## src/rtl/nibble_serial_add_ctrl_pkg.sv

```systemverilog
// Shared types and constants for the nibble-serial adder sequencer.
package nibble_serial_add_ctrl_pkg;

  localparam int unsigned NIBBLE_W = 4;

  typedef enum logic [1:0] {
    IDLE = 2'd0,
    RUN  = 2'd1,
    DONE = 2'd2
  } state_e;

endpackage

```

## src/rtl/nibble_serial_add_ctrl_if.sv

```systemverilog
// Requester-side handshake and operand/result bus for the nibble-serial adder.
interface nibble_serial_add_ctrl_if #(
  parameter int unsigned WIDTH = 16
);
  logic             start;
  logic [WIDTH-1:0] op_a;
  logic [WIDTH-1:0] op_b;
  logic             busy;
  logic             done;
  logic [WIDTH-1:0] sum;
  logic             carry_out;

  modport master (
    output start, op_a, op_b,
    input  busy, done, sum, carry_out
  );

  modport slave (
    input  start, op_a, op_b,
    output busy, done, sum, carry_out
  );
endinterface

```

## src/rtl/nibble_serial_add_ctrl_adder4bit_ci.sv

```systemverilog
// Purely combinational 4-bit adder slice with carry in and carry out.
module adder4bit_ci (
  input  logic [3:0] a_i,
  input  logic [3:0] b_i,
  input  logic       cin_i,
  output logic [3:0] sum_o,
  output logic       cout_o
);
  assign {cout_o, sum_o} = {1'b0, a_i} + {1'b0, b_i} + {4'b0000, cin_i};
endmodule

```

## src/rtl/nibble_serial_add_ctrl.sv

```systemverilog
// Adds two WIDTH-bit operands one nibble per clock through a single shared
// 4-bit adder slice, LSB nibble first, with a start/busy/done handshake.
module nibble_serial_add_ctrl
  import nibble_serial_add_ctrl_pkg::*;
#(
  parameter int unsigned WIDTH = 16
) (
  input  logic                     clk,
  input  logic                     reset,
  nibble_serial_add_ctrl_if.slave  bus
);

  localparam int unsigned NIBBLES  = WIDTH / NIBBLE_W;
  localparam int unsigned IDX_W    = (NIBBLES > 1) ? $clog2(NIBBLES) : 1;
  localparam logic [IDX_W-1:0] LAST_IDX = IDX_W'(NIBBLES - 1);

  state_e             state_q, state_d;
  logic [IDX_W-1:0]   idx_q, idx_d;
  logic               carry_q, carry_d;
  logic [WIDTH-1:0]   a_q, a_d;
  logic [WIDTH-1:0]   b_q, b_d;
  logic [WIDTH-1:0]   acc_q, acc_d;
  logic [WIDTH-1:0]   sum_q, sum_d;
  logic               cout_q, cout_d;

  logic [NIBBLE_W-1:0] a_nib, b_nib, slice_sum;
  logic                slice_cout;
  logic [WIDTH-1:0]    acc_new;
  logic                accept;

  always_comb begin
    a_nib   = '0;
    b_nib   = '0;
    acc_new = acc_q;
    for (int unsigned n = 0; n < NIBBLES; n++) begin
      if (idx_q == IDX_W'(n)) begin
        a_nib = a_q[n*NIBBLE_W +: NIBBLE_W];
        b_nib = b_q[n*NIBBLE_W +: NIBBLE_W];
        acc_new[n*NIBBLE_W +: NIBBLE_W] = slice_sum;
      end
    end
  end

  adder4bit_ci u_slice (
    .a_i    (a_nib),
    .b_i    (b_nib),
    .cin_i  (carry_q),
    .sum_o  (slice_sum),
    .cout_o (slice_cout)
  );

  // New operands are taken only from IDLE or the DONE cycle; start during RUN is dropped.
  assign accept = bus.start && ((state_q == IDLE) || (state_q == DONE));

  always_comb begin
    state_d = state_q;
    idx_d   = idx_q;
    carry_d = carry_q;
    a_d     = a_q;
    b_d     = b_q;
    acc_d   = acc_q;
    sum_d   = sum_q;
    cout_d  = cout_q;

    unique case (state_q)
      IDLE: begin
        if (bus.start) state_d = RUN;
      end
      RUN: begin
        acc_d   = acc_new;
        carry_d = slice_cout;
        idx_d   = idx_q + IDX_W'(1);
        if (idx_q == LAST_IDX) begin
          state_d = DONE;
          idx_d   = '0;
          sum_d   = acc_new;
          cout_d  = slice_cout;
        end
      end
      DONE: begin
        state_d = bus.start ? RUN : IDLE;
      end
      default: state_d = IDLE;
    endcase

    if (accept) begin
      a_d     = bus.op_a;
      b_d     = bus.op_b;
      idx_d   = '0;
      carry_d = 1'b0;
    end
  end

  always_ff @(posedge clk) begin
    if (reset) begin
      state_q <= IDLE;
      idx_q   <= '0;
      carry_q <= 1'b0;
      a_q     <= '0;
      b_q     <= '0;
      acc_q   <= '0;
      sum_q   <= '0;
      cout_q  <= 1'b0;
    end else begin
      state_q <= state_d;
      idx_q   <= idx_d;
      carry_q <= carry_d;
      a_q     <= a_d;
      b_q     <= b_d;
      acc_q   <= acc_d;
      sum_q   <= sum_d;
      cout_q  <= cout_d;
    end
  end

  assign bus.busy      = (state_q == RUN);
  assign bus.done      = (state_q == DONE);
  assign bus.sum       = sum_q;
  assign bus.carry_out = cout_q;

endmodule

```

## src/flat_wrapper.sv

```systemverilog
// flat-port wrapper written by rule: the top's interface ports become plain ports
module nibble_serial_add_ctrl_flat import nibble_serial_add_ctrl_pkg::*;
#(
  parameter int unsigned WIDTH = 16
)
  (clk, reset, bus_start, bus_op_a, bus_op_b, bus_busy, bus_done, bus_sum, bus_carry_out);
  nibble_serial_add_ctrl_if #(.WIDTH(WIDTH)) bus_i ();
  input  logic clk;
  input  logic reset;
  input wire logic [$bits(bus_i.start)-1:0] bus_start;
  input wire logic [$bits(bus_i.op_a)-1:0] bus_op_a;
  input wire logic [$bits(bus_i.op_b)-1:0] bus_op_b;
  output wire logic [$bits(bus_i.busy)-1:0] bus_busy;
  output wire logic [$bits(bus_i.done)-1:0] bus_done;
  output wire logic [$bits(bus_i.sum)-1:0] bus_sum;
  output wire logic [$bits(bus_i.carry_out)-1:0] bus_carry_out;
  assign bus_i.start = bus_start;
  assign bus_i.op_a = bus_op_a;
  assign bus_i.op_b = bus_op_b;
  assign bus_busy = bus_i.busy;
  assign bus_done = bus_i.done;
  assign bus_sum = bus_i.sum;
  assign bus_carry_out = bus_i.carry_out;
  nibble_serial_add_ctrl #(.WIDTH(WIDTH)) u_core (.clk(clk), .reset(reset), .bus(bus_i));
endmodule
```

## config.mk

```make
export PLATFORM = sky130hd
export DESIGN_NAME = nibble_serial_add_ctrl_flat
export DESIGN_NICKNAME = d
export VERILOG_FILES = /design/src/rtl/nibble_serial_add_ctrl_pkg.sv /design/src/rtl/nibble_serial_add_ctrl_if.sv /design/src/rtl/nibble_serial_add_ctrl_adder4bit_ci.sv /design/src/rtl/nibble_serial_add_ctrl.sv /design/src/flat_wrapper.sv
export SDC_FILE = /design/constraint.sdc
export NUM_CORES = 1
export LEC_CHECK = 0
export CAP_MARGIN = 20
export CORE_UTILIZATION = 52
export DETAILED_ROUTE_END_ITERATION = 12
export PLACE_DENSITY_LB_ADDON = 0.08
export SETUP_SLACK_MARGIN = 0.2
export SLEW_MARGIN = 20
export SYNTH_ARGS = -nofsm -noshare
export SYNTH_HDL_FRONTEND = slang
export SYNTH_SLANG_ARGS = --single-unit
```

## constraint.sdc

```tcl
create_clock -name clk -period 3.45 [get_ports clk]
set_clock_uncertainty 0.05 [all_clocks]
set_input_delay 0.69 -clock clk [delete_from_list [all_inputs] [get_ports clk]]
set_output_delay 0.69 -clock clk [all_outputs]
set_load 0.05 [all_outputs]
```

Word-level counts from Yosys, hierarchy flattened
Cells that the tools add are included.
{ "op_classes": {"reduce_logical": 7, "n_addsub": 3, "n_eq_ne": 7, "n_mux": 17} }
{ "ops": {"columns": ["op", "n"], "rows": [
  ["4-bit 2-to-1 mux", 12],
  ["2-bit == test (second input constant)", 3],
  ["2-bit 2-to-1 mux", 3],
  ["2-bit case mux with 3 select lines", 1],
  ["4-bit by 4-bit adder with 5-bit output", 1],
  ["5-bit by 1-bit adder with 5-bit output", 1],
  ["2-bit by 1-bit == test with 1-bit output (second input constant)", 2],
  ["2-bit zero test", 2],
  ["2-bit AND reduction", 2],
  ["2-bit by 1-bit adder with 2-bit output (second input constant)", 1],
  ["2-bit by 1-bit inequality test with 1-bit output (second input constant)", 1],
  ["2-bit inequality test (second input constant)", 1],
  ["2-bit OR reduction", 1],
  ["1-bit logical AND", 1],
  ["1-bit logical OR", 1],
  ["1-bit 2-to-1 mux", 1]
]} }
{ "word_totals": {"reg_bits": 70, "input_bits": 35, "wordCells": 42, "output_inout_bits": 19} }

Depth between registers and ports, before layout
{ "logic_depth": {"word_depth": 8, "depth_mapped": 14} }

Modules after synthesis
A second synthesis with hierarchy kept.
{ "hier_totals": {"cells_unflattened": 337, "hier_area_um2": 3019.1} }
{ "by_module_without_submodules": {"columns": ["module", "area_per_inst_um2", "seq_area_each_um2", "n_inst", "cells_each"], "rows": [
  ["nibble_serial_add_ctrl", 2875.3, 1321.3, 1, 321],
  ["adder4bit_ci", 143.9, 0.0, 1, 16]
]} }

Least setup slack after synthesis
OpenSTA, ideal clock, no wires.
{ "synth_path": {"path_kind": "flip-flop to flip-flop", "from": "register u_core.idx_q[0]", "to": "register u_core.sum_q[10] (netlist: u_core.bus.sum[10])", "path_slack_ps": 547, "stages_incl_launch_ff": 12, "setup_time_ps": 86, "path_buffers": 1, "arrival_time_ps": 2768, "period_less_slack_ps": 2903, "cell_sequence": "dfxtp_1 inv_1 ha_1 clkbuf_1 a221oi_1 nor3_1 a21oi_1 fa_1 fa_1 xnor2_1 mux2i_1 a211oi_1"} }
{ "synth_via": {"elab_chain_cells": 8, "word_cells_on_any_way": 16, "classes_between": "add/sub: 2; eq/ne: 3; mux: 9; reduce/logical: 2"} }
{ "synth_rtl": {"columns": ["element", "line_no", "rtl"], "rows": [
  ["start, declared", "nibble_serial_add_ctrl.sv:18", "logic [IDX_W-1:0] idx_q, idx_d;"],
  ["start signal, assigned", "nibble_serial_add_ctrl.sv:106", "idx_q <= idx_d;"],
  ["2-bit zero test", "nibble_serial_add_ctrl.sv:36", "if (idx_q == IDX_W'(n)) begin"],
  ["4-bit 2-to-1 mux (4 in series)", "nibble_serial_add_ctrl.sv:36", null],
  ["4-bit by 4-bit adder with 5-bit output", "nibble_serial_add_ctrl_adder4bit_ci.sv:9", "assign {cout_o, sum_o} = {1'b0, a_i} + {1'b0, b_i} + {4'b0000, cin_i};"],
  ["5-bit by 1-bit adder with 5-bit output", "nibble_serial_add_ctrl_adder4bit_ci.sv:9", null],
  ["4-bit 2-to-1 mux", "nibble_serial_add_ctrl.sv:36", null],
  ["end signal, assigned", "nibble_serial_add_ctrl.sv:111", "sum_q <= sum_d;"],
  ["end, declared", "nibble_serial_add_ctrl.sv:23", "logic [WIDTH-1:0] sum_q, sum_d;"]
]} }
Parallel ways exist; a longest one is shown, timed or not.
A chain may end at the register's enable or synchronous reset.

Worst setup path in the final report
{ "layout_path": {"from": "register u_core.idx_q[0]", "to": "register u_core.sum_q[3] (netlist: u_core.bus.sum[3])"} }
Same word-level chain as after synthesis.

==> results <==
[what timing repair did]
action / CTS / global route
resized for setup: 0 / 2
setup endpoints to repair: 0 / 9
buffers inserted: 0 / 0
[kinds of logic after synthesis]
kind of cell | after synthesis | share of synthesized area
AO/OA/AOI/OAI | 96 | 0.195
buffers and inverters | 36 | 0.0559
adder cells (fa/ha/maj) | 9 | 0.0438
multiplexers | 6 | 0.0206
AND/OR/NAND/NOR | 150 | 0.228
flip-flops | 66 | 0.454
XOR/XNOR | 1 | 0.00301
[layer usage]
metal | track usage | wire length [um]
met4 | 0.0885 | 78
met1 | 0.264 | 2750
met5 | 0 | 0
met3 | 0.0750 | 225
met2 | 0.390 | 3070
[where the power goes]
part / switching (mW) / total [mW] / internal [mW]
clock: 0.272 / 0.549 / 0.277
combinational: 0.116 / 0.211 / 0.0955
sequential: 0.0181 / 0.811 / 0.792
total: 0.405 / 1.57 / 1.17
[layout make-up]
class | count | area [sq um] | share of cell area
Multi-Input combinational cell | 262 | 1440 | 0.398
Clock buffer | 13 | 149 | 0.0413
Inverter | 5 | 18.8 | 0.00521
Tap cell | 70 | 87.6 | 0.0243
Sequential cell | 66 | 1320 | 0.367
Clock inverter | 3 | 15.0 | 0.00417
Timing Repair Buffer | 60 | 578 | 0.160
[worst max-delay path: stages (launching register included)]
cell and delay, ps:
sky130_fd_sc_hd__dfxtp_1 410, sky130_fd_sc_hd__ha_2 380, sky130_fd_sc_hd__nor2b_1 80, sky130_fd_sc_hd__a221oi_1 410, sky130_fd_sc_hd__nor3_1 100, sky130_fd_sc_hd__a21oi_1 200
sky130_fd_sc_hd__fa_1 240, sky130_fd_sc_hd__and3b_1 200, sky130_fd_sc_hd__or3_1 450, sky130_fd_sc_hd__a311oi_1 310, sky130_fd_sc_hd__nor3_1 80
[cells in the final DEF (no fill, tap or decap), drive strengths merged]
cell,Yosys,routed
a2111oi,1,1
a211oi,10,10
a21o,4,4
a21oi,60,60
a221oi,4,4
a311oi,3,3
and2,4,4
and2b,2,2
and3b,1,1
buf,13,8
clkbuf,18,13
clkdlybuf4s50,0,52
clkinv,0,3
dfxtp,66,66
fa,2,2
ha,7,7
inv,5,5
mux2i,6,6
nand2,88,88
nand2b,5,5
nand3,4,4
nand3b,4,4
nor2,19,19
nor2b,12,12
nor3,10,10
o211ai,6,6
o21a,2,2
o21ai,6,6
or3,1,1
xnor2,1,1
[state kept, by name (all words and copies together) (netlist names)]
register / flops
u_core.acc_q: 12
u_core.bus.sum: 16
u_core.state_q: 2
u_core.b_q: 16
u_core.idx_q: 2
u_core.carry_q: 1
u_core.bus.carry_out: 1
u_core.a_q: 16
[how the worst min path moves through the flow]
| stage | depth (start not counted) | slack, ps | from | end |
|---|---|---|---|---|
| 2_1_floorplan | 2 | 380 | u_core.a_q[0]$_SDFFE_PP0P_ | u_core.a_q[0]$_SDFFE_PP0P_ |
| 3_3_place_gp | 2 | 390 | u_core.bus.sum[0]$_SDFFE_PP0P_ | u_core.bus.sum[0]$_SDFFE_PP0P_ |
| 3_5_place_dp | 2 | 390 | u_core.bus.sum[0]$_SDFFE_PP0P_ | u_core.bus.sum[0]$_SDFFE_PP0P_ |
| 4_1_cts | 2 | 400 | u_core.bus.sum[0]$_SDFFE_PP0P_ | u_core.bus.sum[0]$_SDFFE_PP0P_ |
| 5_1_grt | 2 | 430 | u_core.b_q[2]$_SDFFE_PP0P_ | u_core.b_q[2]$_SDFFE_PP0P_ |
| 6_report | 2 | 400 | u_core.bus.sum[0]$_SDFFE_PP0P_ | u_core.bus.sum[0]$_SDFFE_PP0P_ |
==> impl_metrics.tcl <==
set metrics [dict create \
    status "complete, no violations" \
    dpl.hpwl_um 4380 \
    clkSlewWorstSetupHoldPaths_ps 70 \
    post_synth_instance_area_sq_mm 0.00291 \
    yosys-top-cells-area "sky130_fd_sc_hd__dfxtp_1 (45%), sky130_fd_sc_hd__nand2_1 (11%), sky130_fd_sc_hd__a21oi_1 (10%)" \
    syn-instance-count 364 \
    place_worst_setup_slack_ps 256 \
    reported_max_cap_violation_count 0 \
    synth.yosys.seq_area_share 0.454 \
    ctsRootBufferMaster "sky130_fd_sc_hd__clkbuf_8" \
    slew-limit-headroom 0.444 \
    cp_max_fo 17 \
    worst_setup_path_endpoint "u_core.bus.sum[3]$_SDFFE_PP0P_" \
    core_area_sq_mm 0.00524 \
    critPathLaunchType "flop" \
    grt_remaining_overflow 0 \
    yosys.cell_count.top_type "sky130_fd_sc_hd__nand2_1" \
    dieArea_sq_mm 0.00590 \
    postSynthAreaPerCell_sq_um 8.00 \
    setup_viol 0 \
    worst-slew-pin-transition_ps 833 \
    rows 26 \
    tritoncts "built" \
    wire_length_of_the_first_global_routing_pass_um 10500 \
    hold_viol 0 \
    power.density_mw_per_mm2 436 \
    totalWireLength_um 6120 \
    period_share 0.884 \
    critical_path_class "reg2reg" \
    grtUsageTotal 0.229 \
    numPlacedInstances 463 \
    first_global_vias 2339 \
    clock_sink_count 66 \
    clock_tree.htree_level_count 3 \
    reg2reg_depth 10 \
    port-buffer-count 53 \
    final_period_minus_worst_setup_slack_ps 3050 \
    final_max_slew_viol_count 0 \
    layout.cells.non_filler 479 \
    ys_dominant_reg_cell "sky130_fd_sc_hd__dfxtp_1" \
    worstSkewPairLatency_ps 340 \
    antenna_found_initial 0 \
    number_of_routed_nets_with_antenna_violations 0 \
    layout_cell_area_excl_fill_sq_mm 0.00360 \
    totalPowerFinal_mw 1.57 \
    io_pins 54 \
    chipHeight_um 76.8 \
    vias_per_cell 5.24 \
    worstSetupStartpoint "u_core.idx_q[0]$_SDFFE_PP0P_" \
    finish.net_count 448 \
    synth_largest_type_area_fraction 0.454 \
    final_util 0.688 \
    num_vias 2512 \
    floorplan.initialDensity 0.556 \
    async_reset_ff_frac 0 \
    vdd.ir_drop.worst_mv 0.400 \
    fmax_mhz 328 \
    routedWlPerCell_um 12.8 \
    pin_count_of_the_biggest_net_entering_global_routing 49 \
    yosys_warnings 0 \
    num_antenna_cells 0 \
    gp_routability_congestion 0.866 \
    cts_buffer_depth 2 \
    area_grow_syn2layout_pct 23.8 \
    timing.rr.start "u_core.idx_q[0]$_SDFFE_PP0P_" \
    post_dp_cell_area_sq_mm 0.00344 \
    hp-class "reg2reg" \
    synth.cells.most_frequent "sky130_fd_sc_hd__nand2_1 (88), sky130_fd_sc_hd__dfxtp_1 (66), sky130_fd_sc_hd__a21oi_1 (60), sky130_fd_sc_hd__nor2_1 (19), sky130_fd_sc_hd__clkbuf_1 (18)" \
    synth_enable_flop_cells 0 \
    dieWidth_um 76.8 \
    leak_pwr_nw 1.34 \
    rrSetupSlack_ps 400 \
    drt-initial-drc-count 112 \
    hold-worst-slack_ps 402 \
    cp_data_arrival_time_ps 3200 \
    cp-end-kind "flop" \
    timing.setup.tns_ps 0 \
    rsz0062_at_grt "yes" \
    n_fill_cell 458 \
    post_route_cells_drive_above_1_share 0.0660 \
    yosys.area.top_type "sky130_fd_sc_hd__dfxtp_1" \
    yosys_register_bits 66 \
    tritoncts.num_buffers 9 \
    yosys.cell_types.count 34 \
    detailedRoute.firstPassIterationCount 4 \
    final_critical_path_setup_slack_ps 402 \
    worstPathRequired_ps 3600 \
    cts_hold_buffers 0 \
    r2r_end "u_core.bus.sum[3]$_SDFFE_PP0P_" \
    synth_fp_nets 408 \
    drt_drc_violations_left 0 \
]
(Power assumes the default switching activity.)
